--- src/rtl/mem_pkg.sv ---
// Shared MEM-stage definitions: load/store operation codes, FSM state encoding
// and the access-size helpers used by the controller, load converter and ALU decode.
package mem_pkg;

    localparam logic [5:0] OP_LB  = 6'b001011;
    localparam logic [5:0] OP_LH  = 6'b001100;
    localparam logic [5:0] OP_LW  = 6'b001101;
    localparam logic [5:0] OP_LBU = 6'b001110;
    localparam logic [5:0] OP_LHU = 6'b001111;
    localparam logic [5:0] OP_SB  = 6'b010000;
    localparam logic [5:0] OP_SH  = 6'b010001;
    localparam logic [5:0] OP_SW  = 6'b010010;

    typedef enum logic [1:0] {
        IDLE   = 2'd0,
        ACCESS = 2'd1,
        DONE   = 2'd2
    } state_t;

    typedef enum logic [1:0] {
        SZ_BYTE = 2'd0,
        SZ_HALF = 2'd1,
        SZ_WORD = 2'd2
    } size_t;

    // Codes outside the load/store set are treated as full-word accesses.
    function automatic size_t op_size(input logic [5:0] op);
        case (op)
            OP_LB, OP_LBU, OP_SB: return SZ_BYTE;
            OP_LH, OP_LHU, OP_SH: return SZ_HALF;
            default:              return SZ_WORD;
        endcase
    endfunction

    function automatic logic is_misaligned(input logic [5:0] op, input logic [1:0] offset);
        case (op_size(op))
            SZ_BYTE: return 1'b0;
            SZ_HALF: return offset[0];
            default: return offset != 2'b00;
        endcase
    endfunction

endpackage

--- src/rtl/mem_access_controller_if.sv ---
// Data-memory request/response bus between the MEM-stage controller and memory.
interface mem_access_controller_if;
    logic        memReq;
    logic        memWe;
    logic [31:0] memAddr;
    logic [3:0]  memByteEn;
    logic [31:0] memWdata;
    logic        memAck;
    logic [31:0] memRdata;

    modport master (
        output memReq, memWe, memAddr, memByteEn, memWdata,
        input  memAck, memRdata
    );

    modport slave (
        input  memReq, memWe, memAddr, memByteEn, memWdata,
        output memAck, memRdata
    );
endinterface

--- src/rtl/lane_aligner.sv ---
// Byte-lane steering: byte enables, store data shifted up to its lane,
// read word shifted down so the addressed byte/half lands in the LSBs.
module lane_aligner
    import mem_pkg::*;
(
    input  logic [1:0]  offset,
    input  size_t       size,
    input  logic [31:0] store_data,
    input  logic [31:0] rdata,
    output logic [3:0]  byte_en,
    output logic [31:0] wdata,
    output logic [31:0] load_data
);

    always_comb begin
        case (size)
            SZ_BYTE: byte_en = 4'b0001 << offset;
            SZ_HALF: byte_en = 4'b0011 << offset;
            default: byte_en = 4'b1111;
        endcase
    end

    assign wdata     = store_data << {offset, 3'b000};
    assign load_data = rdata >> {offset, 3'b000};

endmodule

--- src/rtl/mem_access_controller.sv ---
// MEM-stage load/store controller: stalls the pipeline while a data-memory
// access is outstanding, with alignment checks and an ack timeout.
module mem_access_controller
    import mem_pkg::*;
#(
    parameter int TIMEOUT_CYCLES = 16
) (
    input  logic                      clk,
    input  logic                      reset,
    input  logic                      memRead,
    input  logic                      memWrite,
    input  logic [5:0]                aluSelect,
    input  logic [31:0]               address,
    input  logic [31:0]               storeData,
    mem_access_controller_if.master   mem,
    output logic                      stall,
    output logic [31:0]               loadData,
    output logic [5:0]                loadSelect,
    output logic                      loadValid,
    output logic                      misaligned,
    output logic                      accessError
);

    localparam int CW = $clog2(TIMEOUT_CYCLES) + 1;

    state_t        state, state_nx;
    logic [31:0]   addr_q, wdata_q;
    logic [5:0]    op_q;
    logic          is_store_q;
    logic [CW-1:0] cnt;
    logic          ok_q, mis_q, err_q;

    logic          req_any, req_both, align_bad, in_access, timeout;
    logic [3:0]    lane_be;
    logic [31:0]   lane_wdata, lane_rdata;

    assign req_any   = memRead | memWrite;
    assign req_both  = memRead & memWrite;
    assign align_bad = is_misaligned(aluSelect, address[1:0]);
    assign in_access = state == ACCESS;
    assign timeout   = cnt == CW'(TIMEOUT_CYCLES - 1);

    lane_aligner u_lane (
        .offset     (addr_q[1:0]),
        .size       (op_size(op_q)),
        .store_data (wdata_q),
        .rdata      (mem.memRdata),
        .byte_en    (lane_be),
        .wdata      (lane_wdata),
        .load_data  (lane_rdata)
    );

    // Bus outputs are forced to zero outside ACCESS so reset clears them at once.
    assign mem.memReq    = in_access;
    assign mem.memWe     = in_access & is_store_q;
    assign mem.memAddr   = in_access ? {addr_q[31:2], 2'b00} : 32'h0;
    assign mem.memByteEn = in_access ? lane_be : 4'h0;
    assign mem.memWdata  = in_access ? lane_wdata : 32'h0;

    assign loadValid   = (state == DONE) & ok_q;
    assign misaligned  = (state == DONE) & mis_q;
    assign accessError = (state == DONE) & err_q;

    always_ff @(posedge clk or posedge reset) begin
        if (reset) state <= IDLE;
        else       state <= state_nx;
    end

    always_comb begin
        state_nx = state;
        stall    = 1'b0;
        case (state)
            IDLE: begin
                if (req_any && !reset) begin
                    stall    = 1'b1;
                    state_nx = (req_both || align_bad) ? DONE : ACCESS;
                end
            end
            ACCESS: begin
                stall = 1'b1;
                if (mem.memAck || timeout) state_nx = DONE;
            end
            DONE:    state_nx = IDLE;
            default: state_nx = IDLE;
        endcase
    end

    always_ff @(posedge clk or posedge reset) begin
        if (reset) begin
            addr_q     <= '0;
            wdata_q    <= '0;
            op_q       <= '0;
            is_store_q <= 1'b0;
            cnt        <= '0;
            ok_q       <= 1'b0;
            mis_q      <= 1'b0;
            err_q      <= 1'b0;
            loadData   <= '0;
            loadSelect <= '0;
        end else begin
            case (state)
                IDLE: begin
                    if (req_any) begin
                        addr_q     <= address;
                        wdata_q    <= storeData;
                        op_q       <= aluSelect;
                        is_store_q <= memWrite;
                        cnt        <= '0;
                        ok_q       <= 1'b0;
                        mis_q      <= !req_both && align_bad;
                        err_q      <= req_both;
                    end
                end
                ACCESS: begin
                    cnt <= cnt + 1'b1;
                    // Ack wins over a timeout landing in the same cycle.
                    if (mem.memAck) begin
                        if (!is_store_q) begin
                            loadData   <= lane_rdata;
                            loadSelect <= op_q;
                            ok_q       <= 1'b1;
                        end
                    end else if (timeout) begin
                        err_q    <= 1'b1;
                        loadData <= '0;
                    end
                end
                default: begin
                    ok_q  <= 1'b0;
                    mis_q <= 1'b0;
                    err_q <= 1'b0;
                end
            endcase
        end
    end

endmodule

--- src/flat_wrapper.sv ---
// flat-port wrapper written by rule: the top's interface ports become plain ports
module mem_access_controller_flat import mem_pkg::*;
#(
    parameter int TIMEOUT_CYCLES = 16
)
  (clk, reset, memRead, memWrite, aluSelect, address, storeData, stall, loadData, loadSelect, loadValid, misaligned, accessError, mem_memReq, mem_memWe, mem_memAddr, mem_memByteEn, mem_memWdata, mem_memAck, mem_memRdata);
  mem_access_controller_if mem_i ();
  input  logic clk;
  input  logic reset;
  input  logic memRead;
  input  logic memWrite;
  input  logic [5:0] aluSelect;
  input  logic [31:0] address;
  input  logic [31:0] storeData;
  output logic stall;
  output logic [31:0] loadData;
  output logic [5:0] loadSelect;
  output logic loadValid;
  output logic misaligned;
  output logic accessError;
  output wire logic [$bits(mem_i.memReq)-1:0] mem_memReq;
  output wire logic [$bits(mem_i.memWe)-1:0] mem_memWe;
  output wire logic [$bits(mem_i.memAddr)-1:0] mem_memAddr;
  output wire logic [$bits(mem_i.memByteEn)-1:0] mem_memByteEn;
  output wire logic [$bits(mem_i.memWdata)-1:0] mem_memWdata;
  input wire logic [$bits(mem_i.memAck)-1:0] mem_memAck;
  input wire logic [$bits(mem_i.memRdata)-1:0] mem_memRdata;
  assign mem_memReq = mem_i.memReq;
  assign mem_memWe = mem_i.memWe;
  assign mem_memAddr = mem_i.memAddr;
  assign mem_memByteEn = mem_i.memByteEn;
  assign mem_memWdata = mem_i.memWdata;
  assign mem_i.memAck = mem_memAck;
  assign mem_i.memRdata = mem_memRdata;
  mem_access_controller #(.TIMEOUT_CYCLES(TIMEOUT_CYCLES)) u_core (.clk(clk), .reset(reset), .memRead(memRead), .memWrite(memWrite), .aluSelect(aluSelect), .address(address), .storeData(storeData), .mem(mem_i), .stall(stall), .loadData(loadData), .loadSelect(loadSelect), .loadValid(loadValid), .misaligned(misaligned), .accessError(accessError));
endmodule
--- config.mk ---
export PLATFORM = sky130hd
export DESIGN_NAME = mem_access_controller_flat
export DESIGN_NICKNAME = d
export VERILOG_FILES = /design/src/rtl/mem_pkg.sv /design/src/rtl/mem_access_controller_if.sv /design/src/rtl/lane_aligner.sv /design/src/rtl/mem_access_controller.sv /design/src/flat_wrapper.sv
export SDC_FILE = /design/constraint.sdc
export NUM_CORES = 1
export LEC_CHECK = 0
export ABC_AREA = 1
export BUFFER_PORTS_ARGS = -buffer_cell sky130_fd_sc_hd__buf_2
export CORE_ASPECT_RATIO = 2
export CORE_MARGIN = 3
export CORE_UTILIZATION = 45
export CTS_CLUSTER_SIZE = 28
export DETAILED_ROUTE_END_ITERATION = 12
export GPL_TIMING_DRIVEN = 0
export PLACE_DENSITY = 0.76
export SLEW_MARGIN = 10
export SYNTH_ARGS = -nofsm -noshare
export SYNTH_HDL_FRONTEND = slang
export SYNTH_SLANG_ARGS = --single-unit
--- constraint.sdc ---
create_clock -name clk -period 3.5 [get_ports clk]
set_clock_uncertainty 0.15 [all_clocks]
set_input_delay 0 -clock clk [delete_from_list [all_inputs] [get_ports clk]]
set_output_delay 0 -clock clk [all_outputs]
set_load 0.01 [all_outputs]
# After elaboration in Yosys (flattened, before gate mapping)
# Cells that the tools add are included.
op_classes:
  add_sub_neg: 1
  n_eq_ne: 25
  n_shift: 4
  n_mux: 28
  bitwise: 8
  reduce_logical: 24
ops:
  columns: ["op", "count"]
  rows:
  - ["2-to-1 mux 32 bit", 5]
  - ["equality test 6 x 4 -> 1 bit (second input constant)", 8]
  - ["<< shifter 32 x 5 -> 32 bit", 1]
  - [">> shifter 32 x 5 -> 32 bit", 1]
  - ["equality test 6 x 5 -> 1 bit (second input constant)", 4]
  - ["!= test 2 bit (second input constant)", 6]
  - ["case mux 2 bit (2 select lines)", 3]
  - ["AND reduction 3 bit", 4]
  - ["OR reduction 3 bit", 4]
  - ["case mux 1 bit (2 select lines)", 5]
  - ["case mux 5 bit (2 select lines)", 1]
  - ["2-to-1 mux 1 bit", 8]
  - ["case mux 4 bit (2 select lines)", 1]
  - ["AND reduction 2 bit", 4]
  - ["equality test 2 x 1 -> 1 bit (second input constant)", 3]
  - ["logical NOT 2 bit", 3]
  - ["2-to-1 mux 2 bit", 3]
  - ["nonzero test 2 bit", 3]
  - ["adder 5 x 1 -> 5 bit (second input constant)", 1]
  - ["AND 1 bit", 5]
  - ["equality test 5 x 4 -> 1 bit (second input constant)", 1]
  - ["2-to-1 mux 5 bit", 1]
  - ["2-to-1 mux 4 bit", 1]
  - ["!= test 2 x 1 -> 1 bit (second input constant)", 2]
  - ["8 further kinds", 12]
word_totals:
  register_bits: 119
  out_inout_bits: 112
  elab_cells: 101

# Longest topological paths before layout
# Gate-level depths: netlist (run 1).
logic_depth:
  word_depth: 9
  mapped_depth: 10
  mapped_depth_nobuf: 10

# Cells and area by module
# From an unflattened synthesis (run 1), not the netlist that was laid out.
unflattened:
  hier_cells: 944
  area_unflattened_um2: 6815.3
by_module_without_submodules:
  columns: ["module", "instances", "cells_per_inst", "area_each_um2"]
  rows:
  - ["mem_access_controller", 1, 619, 5368.9]
  - ["lane_aligner", 1, 325, 1446.4]

# Worst setup path after synthesis (run 1)
# No wires, ideal clock.
synth_timing:
  kind: "reg-to-reg"
  start: "register u_core.cnt[0]"
  end: "register u_core.loadData[9]"
  setup_ns: 0.130
  t_arrival_ns: 1.423
  required_time_ns: 3.220
  path_slack_ns: 1.797
  stages_incl_launch_ff: 10
  n_path_buf: 2
  synth_period_minus_slack_ns: 1.703
  cell_sequence: "dfrtp_1 ha_1 nand2_1 nor2_1 ha_1 nand2_1 o21ai_2 buf_6 buf_2 o21ai_0"
synth_via:
  elab_chain_len: 3
synth_rtl:
  columns: ["element", "line", "text"]
  rows:
  - ["start, declared", "mem_access_controller.sv:30", "logic [CW-1:0] cnt;"]
  - ["start signal, assigned", "mem_access_controller.sv:115", "cnt <= cnt + 1'b1;"]
  - ["equality test 5 x 4 -> 1 bit", "mem_access_controller.sv:41", "assign timeout = cnt == CW'(TIMEOUT_CYCLES - 1);"]
  - ["nonzero test 2 bit (no line)", null, null]
  - ["AND reduction 3 bit (no line)", null, null]
  - ["end signal, assigned", "mem_access_controller.sv:119", "loadData <= lane_rdata;"]
  - ["end, declared", "mem_access_controller.sv:17", "output logic [31:0] loadData,"]
# No other way between the ends.
# A chain may end at the register's enable or synchronous reset.

# Worst setup path in the final report (run 1)
layout_timing:
  start: "register u_core.addr_q[0]"
  end: "register u_core.loadData[2]"
layout_via:
  elab_chain_len: 3
layout_rtl:
  columns: ["element", "line", "text"]
  rows:
  - ["start, declared", "mem_access_controller.sv:27", "logic [31:0] addr_q, wdata_q;"]
  - ["start signal, assigned", "mem_access_controller.sv:104", "addr_q <= address;"]
  - [">> shifter 32 x 5 -> 32 bit", "lane_aligner.sv:24", "assign load_data = rdata >> {offset, 3'b000};"]
  - ["2-to-1 mux 32 bit", "mem_access_controller.sv:118", "if (!is_store_q) begin"]
  - ["2-to-1 mux 32 bit", "mem_access_controller.sv:117", "if (mem.memAck) begin"]
# No other way between the ends. The select of a mux whose other input is x is not followed.

==> reports/qor.csv, run 1 <==
metric,value,unit
sequential fraction of the synthesis area,49.1,%
"Slew Viols, Final",0,
share of cells above drive strength 1,22.4,%
crit path from,u_core.addr_q[0]$_DFFE_PP0P_,
pin count of the biggest net entering global routing,69,
post-synth top area cell,dfrtp_1,
Logic pwr share,35.3,%
die area,0.0150,mm^2
final net count,1305,
Clock power frac,28.5,%
Worst-Margin Slew,0.634,ns
r2r setup slk,0.64,ns
RSZ-0062 raised after global routing,false,
Sw Pwr,0.00224,W
TritonCTS Sinks,119,
vias per std cell,5.23,
diodes inserted,0,
R2R cell count,9,
H-Tree Depth,4,
# port buffers,216,
Post-Syn Area,0.00606,mm^2
Setup Viol. Count Final,0,
Area Overhead vs Synth,52.7,%
CP peak stage delay,0.58,ns
DRC Markers,0,
GPL Wtd Cong,0.971,
Max Clk Rate,0.349,GHz
Internal,0.00355,W
syn avg cell area,7.34,um^2
Cells after Synth,826,
crit start category,flop,
post-route cell area,0.00926,mm^2
number of synthesized register bits,119,
DP HPWL,15500,um
via count,7121,
antenna violations before repair,0,
starting DRC count in detailed routing,442,
router iterations before antenna repair,6,
crit path cell chain,"buf_2, clkbuf_1, nand2_1, o21ai_0, dlygate4sd3_1, inv_1, o211ai_1, dlygate4sd3_1, o21ai_0",
CTS clock-pin slew for the worst setup and hold paths,0.06,ns
"antenna viol nets, final",0,
Num CTS Buffers,17,
Avg WL per Cell,17.1,um
Tmin final,2.86,ns
reg2reg end,u_core.loadData[2]$_DFFE_PP0P_,
core area,0.0131,mm^2
"Power, Total",0.00579,W
CP endpoint,u_core.loadData[2]$_DFFE_PP0P_,
num rows,59,
clk_lat worst skew,0.41,ns
Synth top area share,49.1,%
final hold vios,0,
final wirelength,23300,um
Sw Ratio,38.6,%
placed instance area,0.00737,mm^2
GRT Total Usage,31.9,%
CTS tree,yes,
R2R Path Start,u_core.addr_q[0]$_DFFE_PP0P_,
crit path max-delay cell type,dlygate4sd3_1,
library cells used by synthesis,28,
maximum clock insertion buffer count,2,
Pwr per Cell Area,625,mW/mm^2
vias in the first global route,7472,
Max-slew headroom,57.7,%
element type at the critical path end,flop,
Max IR drop VDD,0.402,mV
WP data arrival,3.01,ns
die height,170,um
outcome,"complete, no violations",
kind of critical path,flop to flop,
crit-path max FO,10,
post-CTS sizing,0,
Final Cycle Share,81.8,%
first-pass GRT wire length,36500,um
Initial Utilization,46.4,%
Die W,88.1,um
"Remaining Overflow, GRT",0,
Worst EP required,3.65,ns
Pleak,4.94,nW
maximum capacitance violations,0,
sequential fraction of design power,36.3,%
yosys warns,0,
largest cells by area after synthesis,"dfrtp_1 (49%), nand2_1 (14%), o21ai_0 (8.1%), inv_1 (7.3%), nor2_1 (6.7%)",
# IOs,219,
Worst Hold Class,primary input to asynchronous set/reset pin,
Root Driver,clkbuf_16,
==> worst max-delay path: cells and delay by family, from the launching register on <==
family	cells	cell delay, ns
flops	1	0.34
buf+inv	5	1.83
simple gates	1	0.09
compound gates	3	0.33
==> synthesized netlist by cell type <==
cell type and n:
o21ai_2 1, buf_6 2, nand3b_1 1, nand2_1 228, inv_2 3, o21ai_0 98
nand4_1 2, nor2_2 1, nor3_4 1, nor2_1 108, buf_1 2, dfrtp_1 119
or2_2 1, inv_1 118, o32ai_1 16, o22ai_1 1, clkinv_1 2, conb_1 1
nor3_1 2, o21ai_1 10, buf_4 2, clkbuf_1 32, nand3_1 41, nand2_4 1
buf_2 9, o211ai_1 16, a21oi_1 6, ha_1 2
==> power by group through the flow <==
stage / sequential, W / combinational, W / clock, W
2_1_floorplan: 0.00217 / 0.000992 / 0
5_1_grt: 0.00215 / 0.00228 / 0.00172
6_report: 0.00210 / 0.00204 / 0.00165
4_1_cts: 0.00208 / 0.00199 / 0.00166
3_5_place_dp: 0.00210 / 0.00179 / 0
3_3_place_gp: 0.00210 / 0.00176 / 0
==> logic make-up after synthesis <==
kind of cell	share of synthesized area (%)
flip-flops	49.1
adder cells (fa/ha/maj)	0.413
AO/OA/AOI/OAI	14.0
other	0.0619
buffers and inverters	11.1
AND/OR/NAND/NOR	25.4
==> how the worst min path moves through the flow <==
stage,startpoint,end,slack [ns],cells past startpoint
2_1_floorplan,storeData[24],u_core.wdata_q[24]$_DFFE_PP0P_,-0.03,2
3_5_place_dp,reset,u_core.addr_q[11]$_DFFE_PP0P_,-0.05,2
6_report,reset,u_core.addr_q[11]$_DFFE_PP0P_,0.05,3
5_1_grt,reset,u_core.addr_q[10]$_DFFE_PP0P_,0.08,3
4_1_cts,reset,u_core.loadData[6]$_DFFE_PP0P_,0.06,3
3_3_place_gp,storeData[29],u_core.wdata_q[29]$_DFFE_PP0P_,0.05,3
==> sequential cells by signal (all words and copies together), names as in the netlist, 2 cells and up <==
name               cells
u_core.loadData       32
u_core.op_q            6
u_core.addr_q         32
u_core.state           2
u_core.cnt             5
u_core.loadSelect      6
u_core.wdata_q        32
==> layout make-up <==
class                           count  area (um^2)
Buffer                             47          210
Clock buffer                       18          439
Clock inverter                     14          116
Fill cell                        1015         3810
Inverter                          123          467
Multi-Input combinational cell    538         2410
Sequential cell                   119         2980
Tap cell                          152          190
Timing Repair Buffer              350         2440
==> repair_timing <==
action,CTS,global route
setup buffers,0,0
hold buffers,133,0
endpoints found under the hold margin,227,0
==> layer usage <==
metal | share of wire, % | wire length (um) | global-route usage [%]
met1 | 33 | 7780 | 32.1
met2 | 54 | 12500 | 57.2
met3 | 7.0 | 1620 | 6.40
met4 | 6.1 | 1430 | 21.3
met5 | 0 | 0 | 0
==> layout by cell type (no fill, tap or decap), types with 17 or more instances in the layout <==
master           n
buf_2          225
nor2_1         108
o21ai_0         98
dlygate4sd3_1  133
inv_1          117
nand2_1        228
clkbuf_16       17
nand3_1         41
clkbuf_1        32
dfrtp_1        119
==> through the flow <==
step | setup TNS [ns] | worst slack (ns) | util [%] | hold WS, ns | std cells
final | 0 | 0.636 | 70.8 | 0.0470 | 1361
after global routing | 0 | 0.389 | 70.8 | 0.0752 | 1361
after CTS | 0 | 0.721 | 70.8 | 0.0556 | 1361
after detailed placement | 0 | 1.46 | 56.4 | -0.0503 | 1196
after global placement | -149.40 | -1.26 | 56.1 | 0.0529 | 1195
after floorplan | 0 | 0.193 | - | -0.0334 | 827
(Power assumes the default switching activity.)
==> run 2: changes to the inputs <==
==> constraint.sdc (replaced) <==
create_clock -name clk -period 2.5 [get_ports clk]
set_clock_uncertainty 0.15 [all_clocks]
set_input_delay 0 -clock clk [delete_from_list [all_inputs] [get_ports clk]]
set_output_delay 0 -clock clk [all_outputs]
set_load 0.01 [all_outputs]
==> reports/qor.csv, run 2 (synthesized netlist as in run 1, its figures left out) <==
metric,value,unit
clk_lat worst skew,0.41,ns
crit-path max FO,10,
Pleak,4.97,nW
reg2reg end,u_core.loadData[8]$_DFFE_PP0P_,
CTS clock-pin slew for the worst setup and hold paths,0.06,ns
Worst Hold Class,primary input to asynchronous set/reset pin,
# port buffers,216,
DRC Markers,0,
pin count of the biggest net entering global routing,34,
Min Hold Slack,0.101,ns
Area Overhead vs Synth,52.3,%
Post-Layout Cell Count,1353,
r2r setup slk,0.08,ns
top flop regs,"u_core.addr_q x32, u_core.loadData x32, u_core.wdata_q x32",
antenna violations before repair,0,
Avg WL per Cell,17.4,um
DP HPWL,15800,um
maximum capacitance violations,0,
"Slew Viols, Final",0,
most frequent cells in the layout,"nand2_1 (228), buf_2 (225), dlygate4sd3_1 (123)",
first-pass GRT wire length,36800,um
"Remaining Overflow, GRT",0,
Max Clk Rate,0.413,GHz
"antenna viol nets, final",0,
Num CTS Buffers,17,
Tmin final,2.42,ns
maximum clock insertion buffer count,2,
post-placement cell count,1198,
core area,0.0131,mm^2
Setup Viol. Count Final,0,
GPL Wtd Cong,0.975,
H-Tree Depth,4,
via count,7124,
Pwr per Cell Area,889,mW/mm^2
GRT Total Usage,32.2,%
final hold vios,0,
share of cells above drive strength 1,23.1,%
outcome,"complete, no violations",
# IOs,219,
Initial Utilization,46.4,%
diodes inserted,0,
R2R Path Start,u_core.addr_q[1]$_DFFE_PP0P_,
Worst EP required,2.63,ns
num rows,59,
"commonest non-fill, non-tap cell in the layout",nand2_1,
vias per std cell,5.27,
Max-slew headroom,55.0,%
RSZ-0062 raised after global routing,true,
Worst-Margin Slew,0.674,ns
postcts setup bufs,0,
WP data arrival,2.55,ns
Final Cycle Share,96.9,%
die area,0.0150,mm^2
element type at the critical path end,flop,
Max IR drop VDD,0.603,mV
CTS tree,yes,
vias in the first global route,7623,
TritonCTS Sinks,119,
Root Driver,clkbuf_16,
crit path from,u_core.addr_q[1]$_DFFE_PP0P_,
Die W,88.1,um
final net count,1297,
final wirelength,23600,um
R2R cell count,6,
starting DRC count in detailed routing,523,
router iterations before antenna repair,8,
crit start category,flop,
die height,170,um
kind of critical path,flop to flop,
[run 2: cell count changes in the layout (fill, tap and decap cells not counted)]
cell           change
buf_12             +3
buf_16             -1
bufinv_16          +2
clkbuf_1           -1
clkbuf_2           +3
clkbuf_8           -1
clkinv_2           +5
clkinv_4           -1
clkinvlp_4         -1
dlygate4sd3_1     -10
inv_6              -5
inv_8              -1
o32ai_1            -4
o32ai_2            +4
[run 2: how the worst max path moves through the flow]
stage | to | slack [ns] | depth (start not counted)
detailed placement | mem_memWdata[17] | 0.45 | 7
global route | mem_memWdata[18] | -0.02 | 7
finish | u_core.loadData[8]$_DFFE_PP0P_ | 0.08 | 6
global placement | u_core.loadData[24]$_DFFE_PP0P_ | 0.09 | 2
CTS | mem_memWdata[28] | 0.03 | 7
floorplan | u_core.loadData[9]$_DFFE_PP0P_ | 0.80 | 9
[run 2: layout make-up]
class | count | area (um^2)
well taps | 152 | 190
fillers | 1013 | 3840
flip-flops and latches | 119 | 2980
clock inverters | 13 | 131
multi-input cells | 538 | 2440
repair buffers | 342 | 2370
clock buffers | 19 | 433
inverters | 123 | 465
plain buffers | 47 | 214
[run 2: worst max-delay path: stages, from the launching register on]
cell and delay [ns]:
dfrtp_1 0.39, clkinv_1 0.19, clkbuf_1 0.49, nand3_1 0.14, dlygate4sd3_1 0.60, o211ai_1 0.18, o21ai_0 0.13
[run 2: repair_timing]
action / CTS / global route
gates cloned: 0 / 0
hold buffers: 123 / 0
endpoints found under the setup margin: 1 / 14
hold endpoints to repair: 194 / 0
resized for setup: 1 / 9
[run 2: layer usage]
metal | vias to the layer above | routed length (um) | track usage, %
met1 | 3320 | 7840 | 30.7
met2 | 382 | 12700 | 58.7
met4 | 0 | 1420 | 21.7
met5 | - | 0 | 0
met3 | 104 | 1640 | 7.61
li1 | 3318 | - | -
[run 2: power breakdown]
group          internal (W)  switching (W)
sequential          0.00258       0.000376
clock               0.00146       0.000908
combinational       0.00108        0.00180
total               0.00511        0.00309
[run 2: stage by stage]
stage	setup WS (ns)	cell area, um^2	total power (W)	setup TNS [ns]	utilization, %
final	0.0774	9230	0.00820	0	70.6
after global routing	-0.0172	9230	0.00869	-0.0414	70.6
after CTS	0.0333	9200	0.00807	0	70.4
after detailed placement	0.451	7400	0.00545	0	56.6
after global placement	0.0867	7340	0.00539	0	56.2
after floorplan	0.797	6070	0.00443	0	-
==> run 3: changes to the inputs <==
--- a/config.mk
+++ b/config.mk
@@ -14,6 +14,7 @@
 export DETAILED_ROUTE_END_ITERATION = 12
 export GPL_TIMING_DRIVEN = 0
 export PLACE_DENSITY = 0.76
+export RECOVER_POWER = 25
 export SLEW_MARGIN = 10
 export SYNTH_ARGS = -nofsm -noshare
 export SYNTH_HDL_FRONTEND = slang
==> reports/qor.csv, run 3 (synthesized netlist as in run 1, its figures left out) <==
metric,value,unit
die height,170,um
"antenna viol nets, final",0,
final hold vios,0,
Num CTS Buffers,17,
Top Layer Used,met4,
first-pass GRT wire length,36800,um
vias per std cell,5.26,
met2 wire length,12700,um
metal3 WL,1760,um
Worst EP required,2.35,ns
TritonCTS Sinks,119,
crit path max-delay cell type,dfrtp_1,
die area,0.0150,mm^2
element type at the critical path end,output port,
WP data arrival,2.27,ns
crit start category,flop,
Final Cycle Share,96.8,%
Max IR drop VDD,0.603,mV
DRC Markers,0,
RSZ-0062 raised after global routing,true,
critical path depth in cells,7,
GRT Total Usage,32.2,%
outcome,"complete, no violations",
GPL Wtd Cong,0.975,
Top delay family on crit path,buffers and inverters,
r2r setup slk,0.10,ns
Worst Hold Class,primary input to flop,
core area,0.0131,mm^2
via count,7113,
Area Overhead vs Synth,51.7,%
hold_sp,address[22],
H-Tree Depth,4,
Setup Viol. Count Final,0,
"Slew Viols, Final",0,
dpl ws,0.451,ns
Hold Path End,u_core.addr_q[22]$_DFFE_PP0P_,
share of cells above drive strength 1,23.1,%
Worst-Margin Slew,1.22,ns
crit path cell chain,"inv_2, nand2_4, nor2_1, inv_1, clkbuf_2, o32ai_1, buf_2",
pin count of the biggest net entering global routing,34,
Avg WL per Cell,17.5,um
DP HPWL,15800,um
router iterations before antenna repair,5,
hold path depth,4,
crit-path max FO,10,
CP peak stage delay,0.44,ns
Pleak,4.96,nW
placed instance area,0.00740,mm^2
Min Hold Slack,0.180,ns
R2R cell count,6,
Bufs and invs on worst path,4,
maximum clock insertion buffer count,2,
CTS clock-pin slew for the worst setup and hold paths,0.06,ns
clk_lat worst skew,0.41,ns
final core occ,70.4,%
final wirelength,23600,um
Die W,88.1,um
"Remaining Overflow, GRT",0,
Max-slew headroom,18.1,%
most frequent cells in the layout,"nand2_1 (228), buf_2 (224), dlygate4sd3_1 (123)",
Max Clk Rate,0.413,GHz
starting DRC count in detailed routing,498,
wire length on met1,7730,um
# IOs,219,
Root Driver,clkbuf_16,
# port buffers,216,
Pwr per Cell Area,891,mW/mm^2
Initial Utilization,46.4,%
CTS tree,yes,
reg2reg end,u_core.loadData[8]$_DFFE_PP0P_,
R2R Path Start,u_core.addr_q[1]$_DFFE_PP0P_,
"Power, Total",0.00819,W
top flop regs,"u_core.addr_q x32, u_core.loadData x32, u_core.wdata_q x32",
antenna violations before repair,0,
Final WS setup,0.0801,ns
num rows,59,
Tmin final,2.42,ns
maximum capacitance violations,0,
kind of critical path,flop to output port,
vias in the first global route,7623,
diodes inserted,0,
"commonest non-fill, non-tap cell in the layout",nand2_1,
final net count,1297,
post-route cell area,0.00920,mm^2
[run 3: cell count changes in the layout (fill, tap and decap cells not counted), sizes merged]
cell	delta
buf	-3
clkbuf	+3
[run 3: how the worst max path moves through the flow]
stage / from / to / slack (ns)
final: u_core.state[1]$_DFFE_PP0P_ / mem_memWdata[18] / 0.08
after global routing: u_core.state[1]$_DFFE_PP0P_ / mem_memWdata[18] / -0.02
after CTS: u_core.state[1]$_DFFE_PP0P_ / mem_memWdata[28] / 0.03
after detailed placement: u_core.state[1]$_DFFE_PP0P_ / mem_memWdata[17] / 0.45
after global placement: reset / u_core.loadData[24]$_DFFE_PP0P_ / 0.09
after floorplan: u_core.cnt[0]$_DFFE_PP0P_ / u_core.loadData[9]$_DFFE_PP0P_ / 0.80
[run 3: through the flow]
step / setup TNS (ns) / instances
2_1_floorplan: 0 / 827
5_1_grt: -0.0414 / 1353
3_5_place_dp: 0 / 1198
6_report: 0 / 1353
4_1_cts: 0 / 1353
3_3_place_gp: 0 / 1195
[run 3: final cells by class]
cell class	count	area (um^2)
fill	1019	3870
multi-input combinational	538	2440
inverter	123	463
clock buffer	19	433
sequential	119	2980
buffer	47	214
tap	152	190
clock inverter	13	131
timing repair buffer	342	2340
[run 3: worst min-delay path, stage by stage]
cell	delay [ns]
dlygate4sd3_1	0.52
buf_2	0.09
nand2_1	0.04
o21ai_0	0.06
[run 3: timing repair]
| action | in CTS | in global routing |
|---|---|---|
| endpoints found under the hold margin | 194 | 0 |
| gates resized for setup | 1 | 9 |
| setup endpoints to repair | 1 | 14 |
| hold buffers | 123 | 0 |
| setup buffers | 0 | 0 |
[run 3: metal layers]
| metal | GRT usage (%) | vias to the layer above |
|---|---|---|
| li1 | - | 3323 |
| met1 | 30.7 | 3277 |
| met3 | 7.61 | 105 |
| met4 | 21.7 | 0 |
| met2 | 58.7 | 408 |
| met5 | 0 | - |
[run 3: where the power goes]
part,internal (W),switching [W],leakage [nW],total [W]
Clock,0.00146,0.000907,0.277,0.00237
Sequential,0.00258,0.000378,1.46,0.00296
Combinational,0.00107,0.00180,3.22,0.00287
Total,0.00511,0.00309,4.96,0.00819
